`config.mk`:
```
export PLATFORM = sky130hd
export DESIGN_NAME = as5311_emu
export DESIGN_NICKNAME = d
export VERILOG_FILES = /design/src/rtl/as5311_emu.sv
export SDC_FILE = /design/constraint.sdc
export NUM_CORES = 1
export LEC_CHECK = 0
export ABC_AREA = 1
export CORE_MARGIN = 2
export CORE_UTILIZATION = 24
export DETAILED_ROUTE_END_ITERATION = 6
export PLACE_DENSITY = 0.44
export SYNTH_ARGS = -nofsm -noshare
export SYNTH_HDL_FRONTEND = slang
export SYNTH_SLANG_ARGS = --single-unit
export TNS_END_PERCENT = 1
```
`constraint.sdc`:
```
create_clock -name clk -period 3.4 [get_ports clk]
set_input_delay 0.68 -clock clk [delete_from_list [all_inputs] [get_ports clk]]
set_output_delay 0.68 -clock clk [all_outputs]
set_load 0.01 [all_outputs]
```
`src/rtl/as5311_emu.sv`:
```
// AS5311-style SSI slave emulator: 18-bit {value, status, parity} frames over a resynchronised SSI link.
// Optional parity-error injection port is enabled by defining AS5311_EMU_PARITY_ERR_EN.
`timescale 1ns / 1ps

module as5311_emu #(
    parameter int unsigned SYNC_STAGES = 2,
    parameter bit          IDLE_DO     = 1'b1
) (
    input  logic        clk,
    input  logic        rst_n,
    input  logic        ssi_clk,
    input  logic        ssi_cs,
    output logic        ssi_do,
    input  logic [11:0] pos_in,
    input  logic [11:0] mag_in,
    input  logic [4:0]  status_in,
`ifdef AS5311_EMU_PARITY_ERR_EN
    input  logic        inject_perr,
`endif
    output logic        frame_done,
    output logic        frame_abort,
    output logic        frame_mag,
    output logic        busy,
    output logic [15:0] frame_count
);

    typedef enum logic [1:0] {
        StIdle  = 2'd0,
        StShift = 2'd1,
        StOver  = 2'd2
    } state_e;

    state_e                 r_state, w_state_d;
    logic [SYNC_STAGES-1:0] r_clk_sync, r_cs_sync;
    logic                   r_clk_prev, r_cs_prev;
    logic [17:0]            r_frame, w_frame_d;
    logic [4:0]             r_cnt, w_cnt_d;
    logic                   r_do, w_do_d;
    logic                   r_done, w_done_d;
    logic                   r_abort, w_abort_d;
    logic                   r_mag, w_mag_d;
    logic [15:0]            r_count, w_count_d;

    logic        w_clk_s, w_cs_s;
    logic        w_clk_rise, w_cs_rise, w_cs_fall;
    logic        w_perr;
    logic [11:0] w_value;
    logic        w_par;

    assign w_clk_s    = r_clk_sync[SYNC_STAGES-1];
    assign w_cs_s     = r_cs_sync[SYNC_STAGES-1];
    assign w_clk_rise = w_clk_s & ~r_clk_prev;
    assign w_cs_rise  = w_cs_s & ~r_cs_prev;
    assign w_cs_fall  = ~w_cs_s & r_cs_prev;

`ifdef AS5311_EMU_PARITY_ERR_EN
    assign w_perr = inject_perr;
`else
    assign w_perr = 1'b0;
`endif

    // ssi_clk low at the chip-select fall selects a magnetic-field frame
    assign w_value = w_clk_s ? pos_in : mag_in;
    assign w_par   = (^{w_value, status_in}) ^ w_perr;

    always_ff @(posedge clk) begin
        if (!rst_n) begin
            r_clk_sync <= '1;
            r_cs_sync  <= '1;
            r_clk_prev <= 1'b1;
            r_cs_prev  <= 1'b1;
            r_state    <= StIdle;
            r_frame    <= '0;
            r_cnt      <= '0;
            r_do       <= IDLE_DO;
            r_done     <= 1'b0;
            r_abort    <= 1'b0;
            r_mag      <= 1'b0;
            r_count    <= '0;
        end else begin
            r_clk_sync <= {r_clk_sync[SYNC_STAGES-2:0], ssi_clk};
            r_cs_sync  <= {r_cs_sync[SYNC_STAGES-2:0], ssi_cs};
            r_clk_prev <= w_clk_s;
            r_cs_prev  <= w_cs_s;
            r_state    <= w_state_d;
            r_frame    <= w_frame_d;
            r_cnt      <= w_cnt_d;
            r_do       <= w_do_d;
            r_done     <= w_done_d;
            r_abort    <= w_abort_d;
            r_mag      <= w_mag_d;
            r_count    <= w_count_d;
        end
    end

    always_comb begin
        w_state_d = r_state;
        w_frame_d = r_frame;
        w_cnt_d   = r_cnt;
        w_do_d    = r_do;
        w_done_d  = 1'b0;
        w_abort_d = 1'b0;
        w_mag_d   = r_mag;
        w_count_d = r_count;
        unique case (r_state)
            StIdle: begin
                if (w_cs_fall) begin
                    w_state_d = StShift;
                    w_frame_d = {w_value, status_in, w_par};
                    w_mag_d   = ~w_clk_s;
                    w_cnt_d   = '0;
                    w_do_d    = 1'b0;
                end
            end
            StShift: begin
                // chip-select rise wins over a coincident clock rise
                if (w_cs_rise) begin
                    w_abort_d = 1'b1;
                    w_do_d    = IDLE_DO;
                    w_state_d = StIdle;
                end else if (w_clk_rise) begin
                    w_do_d    = r_frame[17];
                    w_frame_d = {r_frame[16:0], 1'b0};
                    w_cnt_d   = r_cnt + 5'd1;
                    if (r_cnt == 5'd17) begin
                        w_state_d = StOver;
                    end
                end
            end
            StOver: begin
                if (w_cs_rise) begin
                    w_done_d  = 1'b1;
                    w_count_d = r_count + 16'd1;
                    w_do_d    = IDLE_DO;
                    w_state_d = StIdle;
                end else if (w_clk_rise) begin
                    w_do_d = 1'b0;
                end
            end
            default: begin
                w_state_d = StIdle;
            end
        endcase
    end

    assign ssi_do      = r_do;
    assign frame_done  = r_done;
    assign frame_abort = r_abort;
    assign frame_mag   = r_mag;
    assign busy        = (r_state != StIdle);
    assign frame_count = r_count;

endmodule

```
==> results_dict.tcl, run 1 <==
set metrics [dict create \
    critical_path_arrival_ns 1.62 \
    maxCapViolCount 0 \
    grt_setup_unrepaired "no" \
    worstRegToRegCells 7 \
    hp-class "reg -> reg" \
    finish.instance_area_um2 3690 \
    antenna_found_initial 0 \
    synth-seq-cells 51 \
    grt_pass1_vias 2613 \
    finalPower_mw 2.11 \
    cts_buffers 5 \
    die_area_um2 12800 \
    critPathSlowestCell "clkdlybuf4s50_1" \
    vias 2793 \
    fmax_mhz 435 \
    syn_nets 490 \
    top_level_ports 54 \
    setup_tns_ns 0 \
    synth_flop_cell "dfxtp_1" \
    fin_crit_sh 0.676 \
    postPlaceCellArea_um2 3530 \
    setup_viol 0 \
    clockBufferDepth 2 \
    grt_overflow 0 \
    async_flop_share 0 \
    firstDrtPassIters 4 \
    finalHoldViolations 0 \
    area_growth_pct 28.6 \
    start_kind "flop" \
    r2r_end "r_frame[6]" \
    finalCriticalPeriod_ns 2.30 \
    synth_top_family_by_area "simple AND/OR/NAND/NOR gates" \
    rr_startpoint "r_state[1]" \
    route.detailed.drc 0 \
    die_h_um 113 \
    synth_seq_area_share 0.356 \
    postCtsSetupRepairBufs 0 \
    whs_ns 0.413 \
    cp-endpoint "busy" \
    path_class "reg -> out" \
    die_w_um 113 \
    cts-root-buf "clkbuf_16" \
    syn-cell-area_um2 2870 \
    critPathCaptureType "primary output" \
    fillers 1256 \
    required_ns 2.72 \
    ir_drop_mv 0.202 \
    wl_per_cell_um 11.0 \
    dp_hpwl_um 5230 \
    grt_max_degree 37 \
    place_worst_setup_slack_ns 1.08 \
    place_inst 632 \
    synth-xor-area-share 0.0214 \
    relSlewSlack 0.501 \
    power.leakage_nw 1.67 \
    reg2reg_slack_ns 1.12 \
    whs_path_depth 1 \
    cts_sinks 51 \
    first_iter_violations 135 \
    cp_common_cell "inv_1" \
    insertion_delay_ns 0.29 \
    slowest_delay_ns 0.54 \
    syn_inst 450 \
    maxSlewViolCount 0 \
    synth_mux_area_frac 0 \
    drive_gt1_frac 0.0563 \
    path_cells "inv_1 -> ha_1 -> inv_1 -> clkdlybuf4s50_1" \
    synth.largest_area_cell "dfxtp_1" \
    core_area_um2 11500 \
    synthSimpleGateAreaFrac 0.354 \
    ctsResizeCount 0 \
    ctsHoldBuffers 0 \
    synth.top_cell.area_share 0.356 \
    clk_pin_slew_worst_paths_ns 0.06 \
    synth_edf_count 0 \
    vias_per_cell 4.36 \
    cp_max_fo 4 \
    nets 536 \
    grt_pass1_wl_um 11800 \
    cts_tree "done" \
    final_core_util 0.320 \
    ys_types 30 \
    synth_compound_area_frac 0.138 \
    synth-adder-area-share 0.0306 \
    synth_warnings 0 \
    fin_skew_ns 0.00650 \
    initial_core_util 0.249 \
    layout_setup_ws_ns 1.10 \
    synth.most_common_cell "nand2_1" \
    p_per_area_nw_per_um2 572 \
    antenna_cells 0 \
    outcome "finished, final reports clean" \
    htree_levels 2 \
    track_usage 0.111 \
    hp-start "r_clk_sync[0]" \
    portBuffers 53 \
    std_cell_rows 39 \
    startpoint "r_state[0]" \
    synthTopCellsByArea "dfxtp_1 36%, nand2_1 23%, inv_1 6.9%, o21ai_0 5.1%, a31oi_1 3.9%" \
    syn_avg_cell_area_um2 6.37 \
    final_cell_count_no_fill 640 \
    place.gp.congestion 0.776 \
    wl_um 7040 \
    synth_top_cells_by_count "172 x nand2_1, 53 x inv_1, 51 x dfxtp_1" \
    final_antenna_net_count 0 \
    worst-slew-pin-transition_ns 0.748 \
]
-- power by group --
part | switching [mW] | internal (mW)
logic | 0.485 | 0.288
clock network | 0.215 | 0.314
registers | 0.0733 | 0.733
-- worst max-delay path: cells and delay by family, from the launching register on --
kind / cells / cell delay [ns]
adders and majority gates: 1 / 0.24
buffers and inverters: 3 / 0.72
DFF: 1 / 0.37
-- area by class of cell --
type,instances,area (um2),area share
Multi-Input combinational cell,325,1560,0.423
Clock buffer,8,156,0.0424
Inverter,56,210,0.0570
Tap cell,143,179,0.0485
Sequential cell,51,1020,0.277
Timing Repair Buffer,57,561,0.152
-- logic make-up (layout without fill, tap and decap cells) --
kind of cell    after synthesis  in the layout
compound gates               72             72
xor+xnor                      7              7
fa+ha+maj                     7              7
buf+inv                      74            121
flops                        51             51
simple gates                239            239
-- sequential cells by signal, indices dropped and copies added, names as in the netlist --
register	cells
r_clk_prev	1
r_cs_prev	1
r_cs_sync	2
ssi_do	1
r_state	2
frame_abort	1
r_frame	18
frame_count	16
r_clk_sync	2
frame_mag	1
frame_done	1
r_cnt	5
-- metal layers --
metal,vias up,track usage,wire [um]
met4,0,0.0317,28
li1,1517,-,-
met5,-,0,0
met2,44,0.175,3160
met3,3,0.0225,271
met1,1229,0.153,3570
-- cells in the final DEF, fill, tap and decap left out, types with 5 or more instances in the layout --
| cell type | n |
|---|---|
| nand3_1 | 20 |
| or2_2 | 5 |
| nor3_1 | 8 |
| nor2_1 | 20 |
| clkbuf_16 | 5 |
| clkdlybuf4s50_1 | 53 |
| ha_1 | 7 |
| a31oi_1 | 18 |
| inv_1 | 53 |
| nand2_1 | 172 |
| dfxtp_1 | 51 |
| o21ai_0 | 29 |
| a21oi_1 | 18 |
-- how the worst min path moves through the flow --
stage	end	slack, ns
after floorplan	r_clk_sync[1]	0.39
after global placement	r_cs_sync[1]	0.40
after detailed placement	r_clk_sync[1]	0.40
after CTS	r_clk_sync[1]	0.41
after global routing	r_clk_sync[1]	0.42
final	r_clk_sync[1]	0.41
Power figures use the tool's default switching activity.
==> inputs of run 2 (changes only) <==
clock period = 2.18 ns   (was 3.4 ns; I/O delays follow)
==> run 2 against run 1 <==
  * Sequential power grew 55%
  * Largest power group is now combinational logic
  * Highest routed layer unchanged
  * Global-route usage grew 0.56 points
  * Clock power grew 42%
  * Largest cell class unchanged
  * Clock-buffer cell count shrank 1
  * Power grew 56%
  * Clock skew shrank 0.0016 ns
  * Sequential share of layout area shrank 0.12 points
==> results_dict.tcl, run 2 (synthesis results as in run 1) <==
set metrics [dict create \
    finalCriticalPeriod_ns 2.05 \
    route.detailed.drc 0 \
    htree_levels 2 \
    wl_um 7200 \
    critical_path_arrival_ns 1.61 \
    portBuffers 53 \
    track_usage 0.116 \
    postCtsSetupRepairBufs 0 \
    initial_core_util 0.249 \
    power.leakage_nw 1.68 \
    swShare 0.375 \
    fin_crit_sh 0.940 \
    antenna_found_initial 0 \
    core_area_um2 11500 \
    vias_per_cell 4.37 \
    finalHoldViolations 0 \
    first_iter_violations 144 \
    largest_register_ffs 18 \
    most-common-layout-cells "172 x nand2_1, 53 x inv_1, 53 x clkdlybuf4s50_1" \
    critPathCaptureType "primary output" \
    grt_overflow 0 \
    intPower_mw 2.05 \
    p_per_area_nw_per_um2 888 \
    place.gp.congestion 0.787 \
    antenna_cells 0 \
    place_inst 636 \
    area_growth_pct 29.2 \
    required_ns 1.74 \
    place_worst_setup_slack_ns 0.130 \
    vias 2815 \
    cts_buffers 5 \
    nets 540 \
    drive_gt1_frac 0.0619 \
    die_area_um2 12800 \
    power.switching_mw 1.23 \
    multi_input_area_um2 1560 \
    top_level_ports 54 \
    ir_drop_mv 0.430 \
    grt_pass1_vias 2705 \
    die_w_um 113 \
    final_common_cell "nand2_1" \
    clk_pin_slew_worst_paths_ns 0.06 \
    grt_max_degree 26 \
    start_kind "flop" \
    fillers 1301 \
    setup_tns_ns 0 \
    layout_setup_ws_ns 0.131 \
    die_h_um 113 \
    maxCapViolCount 0 \
    cts_tree "done" \
    relSlewSlack 0.704 \
    clockBufferDepth 2 \
    worst-slew-pin-transition_ns 0.440 \
    combPwrFrac 0.391 \
    outcome "finished, final reports clean" \
    firstDrtPassIters 4 \
    p_clk_frac 0.228 \
    insertion_delay_ns 0.28 \
    wl_per_cell_um 11.2 \
    fin_skew_ns 0.00494 \
    largest_register "r_frame" \
    ff_latch_area_um2 1020 \
    grt_pass1_wl_um 12400 \
    cts_sinks 51 \
    final_antenna_net_count 0 \
    maxSlewViolCount 0 \
    pwr-share-seq 0.381 \
    path_class "reg -> out" \
    final_core_util 0.321 \
    dp_hpwl_um 5440 \
    cp_max_fo 4 \
    std_cell_rows 39 \
    fmax_mhz 488 \
    grt_setup_unrepaired "yes" \
    cts-root-buf "clkbuf_16" \
    hp-class "reg -> reg" \
    final_cell_count_no_fill 644 \
    setup_viol 0 \
    whs_ns 0.410 \
]
run 2: final timing paths:
| kind | cells after the start | from | slack [ns] | to |
|---|---|---|---|---|
| max | 4 | r_state[0] | 0.13 | busy |
| min | 1 | r_cs_sync[0] | 0.41 | r_cs_sync[1] |
| max reg2reg | 8 | r_state[0] | 0.25 | r_frame[8] |
| min reg2reg | 1 | r_cs_sync[0] | 0.41 | r_cs_sync[1] |
run 2: critical path, stage by stage, from the launching register on:
cell	delay, ns
dfxtp_1	0.36
inv_1	0.09
ha_1	0.25
inv_1	0.10
clkdlybuf4s50_1	0.54
run 2: per-stage QoR:
step	power (mW)	instance area, um2
floorplan	2.15	2870
global placement	2.56	3560
detailed placement	2.55	3560
CTS	3.33	3700
global route	3.59	3700
finish	3.29	3700
run 2: what timing repair did:
action	in CTS	in global routing
setup endpoints to repair	0	12
gates resized for setup	0	1
hold buffers	0	0
endpoints found under the hold margin	0	0
run 2: layer usage:
metal,global-route usage,wire length [um],vias to the layer above
li1,-,-,1525
met1,0.159,3670,1257
met2,0.187,3270,31
met3,0.0230,210,2
met4,0.0317,51,0
met5,0,0,-
run 2: layout make-up:
type,instances,area share
repair buffers,61,0.160
multi-input cells,325,0.422
clock buffers,7,0.0358
flip-flops and latches,51,0.276
well taps,143,0.0483
inverters,56,0.0568
clock inverters,1,0.00135
run 2: power by group through the flow:
| stage | combinational, mW | sequential, mW | clock [mW] |
|---|---|---|---|
| after floorplan | 0.899 | 1.25 | 0 |
| after global routing | 1.49 | 1.28 | 0.820 |
| after global placement | 1.29 | 1.27 | 0 |
| final | 1.29 | 1.25 | 0.749 |
| after detailed placement | 1.28 | 1.27 | 0 |
| after CTS | 1.29 | 1.25 | 0.790 |
==> inputs of run 3 (changes only) <==
CORE_MARGIN = 4   (was 2)
==> run 3 against run 2 <==
  * Clock-buffer cell count shrank 1
  * Design area is essentially flat
  * Clock power shrank 2%
  * Utilization shrank 0.12 points
  * Setup slack lost 0.016 ns
  * Flip-flop and latch count is the same
  * Critical path depth is the same
  * Critical path type unchanged
  * Critical endpoint unchanged
  * Largest cell class unchanged
  * Highest routed layer unchanged
==> results_dict.tcl, run 3 (synthesis results as in run 1) <==
set metrics [dict create \
    core_area_um2 11600 \
    finalCriticalPeriod_ns 2.07 \
    slowest_delay_ns 0.54 \
    grt_max_degree 33 \
    wl_met3_um 262 \
    dr_wl_met2_um 3210 \
    top_level_ports 54 \
    initial_core_util 0.248 \
    wl_met1_um 3650 \
    finalHoldViolations 0 \
    cts_tree "done" \
    critPathSlowestCell "clkdlybuf4s50_1" \
    postPlaceCellArea_um2 3560 \
    whs_ns 0.412 \
    cts_buffers 5 \
    critPathCaptureType "primary output" \
    largest_register_ffs 18 \
    track_usage 0.108 \
    ctsHoldBuffers 0 \
    nets 539 \
    highest_layer "met4" \
    relSlewSlack 0.733 \
    final_common_cell "nand2_1" \
    combPwrFrac 0.400 \
    start_kind "flop" \
    first_iter_violations 170 \
    place.gp.congestion 0.759 \
    fin_skew_ns 0.00329 \
    hp-class "reg -> reg" \
    grt_overflow 0 \
    place_inst 635 \
    outcome "finished, final reports clean" \
    cts-root-buf "clkbuf_16" \
    p_clk_frac 0.221 \
    pwr-share-seq 0.379 \
    path_cells "inv_1 -> ha_1 -> inv_1 -> clkdlybuf4s50_1" \
    vias_per_cell 4.43 \
    wl_per_cell_um 11.2 \
    die_w_um 117 \
    antenna_cells 0 \
    grt_pass1_wl_um 12000 \
    wl_um 7200 \
    maxCapViolCount 0 \
    firstDrtPassIters 4 \
    clockBufferDepth 2 \
    intPower_mw 2.08 \
    setup_viol 0 \
    power.leakage_nw 1.67 \
    ir_drop_mv 0.457 \
    critical_path_arrival_ns 1.63 \
    final_core_util 0.320 \
    required_ns 1.74 \
    p_per_area_nw_per_um2 894 \
    fin_crit_sh 0.947 \
    die_area_um2 13800 \
    clk_pin_slew_worst_paths_ns 0.06 \
    finalPower_mw 3.31 \
    largest_register "r_frame" \
    cp_max_fo 4 \
    cts_sinks 51 \
    route.detailed.drc 0 \
    path_class "reg -> out" \
    std_cell_rows 39 \
    layout_setup_ws_ns 0.115 \
    setup_tns_ns 0 \
    fmax_mhz 484 \
    insertion_delay_ns 0.29 \
    dp_hpwl_um 5520 \
    cp_common_cell "inv_1" \
    finish.instance_area_um2 3700 \
    grt_setup_unrepaired "no" \
    power.switching_mw 1.23 \
    maxSlewViolCount 0 \
    antenna_found_initial 0 \
    swShare 0.372 \
    worst-slew-pin-transition_ns 0.400 \
    most-common-layout-cells "172 x nand2_1, 53 x inv_1, 53 x clkdlybuf4s50_1" \
    grt_pass1_vias 2586 \
    final_cell_count_no_fill 641 \
    place_worst_setup_slack_ns 0.122 \
    vias 2841 \
    htree_levels 2 \
    area_growth_pct 29.2 \
    drive_gt1_frac 0.0602 \
    fillers 1243 \
    portBuffers 53 \
    die_h_um 117 \
    final_antenna_net_count 0 \
]
## run 3: changes by cell type in the layout (fill, tap and decap cells not counted)
cell      delta
buf_4        -2
clkbuf_1     -1
clkinv_2     -1
nor3_2       +1
nor3_1       -1
buf_12       +1
## run 3: timing repair
item	CTS	global route
gates resized for setup	0	2
setup buffers	0	0
endpoints found under the setup margin	0	2
## run 3: worst paths after layout
path / startpoint / end / slack, ns / cells past startpoint
hold / removal: r_clk_sync[0] / r_clk_sync[1] / 0.41 / 1
setup reg to reg: r_state[0] / frame_count[14] / 0.31 / 10
hold reg to reg: r_clk_sync[0] / r_clk_sync[1] / 0.41 / 1
setup / recovery: r_state[0] / busy / 0.11 / 4
## run 3: worst max-delay path, delay by kind of cell, from the launching register on
kind,cells,cell delay [ns]
fa+ha+maj,1,0.26
buf+inv,3,0.73
flops,1,0.36
## run 3: power by group through the flow
stage	clock, mW	combinational, mW	sequential, mW
floorplan	0	0.899	1.25
CTS	0.761	1.32	1.25
global placement	0	1.31	1.27
finish	0.731	1.33	1.26
detailed placement	0	1.32	1.27
global route	0.799	1.55	1.28
## run 3: area by class of cell
class / count / area, um2 / share of cell area
Clock buffer: 6 / 129 / 0.0348
Inverter: 56 / 210 / 0.0568
Multi-Input combinational cell: 325 / 1570 / 0.424
Sequential cell: 51 / 1020 / 0.276
Tap cell: 143 / 179 / 0.0483
Timing Repair Buffer: 60 / 596 / 0.161
## run 3: per-layer routing
layer  track usage  up-vias
met3        0.0216        6
met4        0.0275        0
li1              -     1528
met2         0.169       38
met1         0.151     1269
met5             0        -
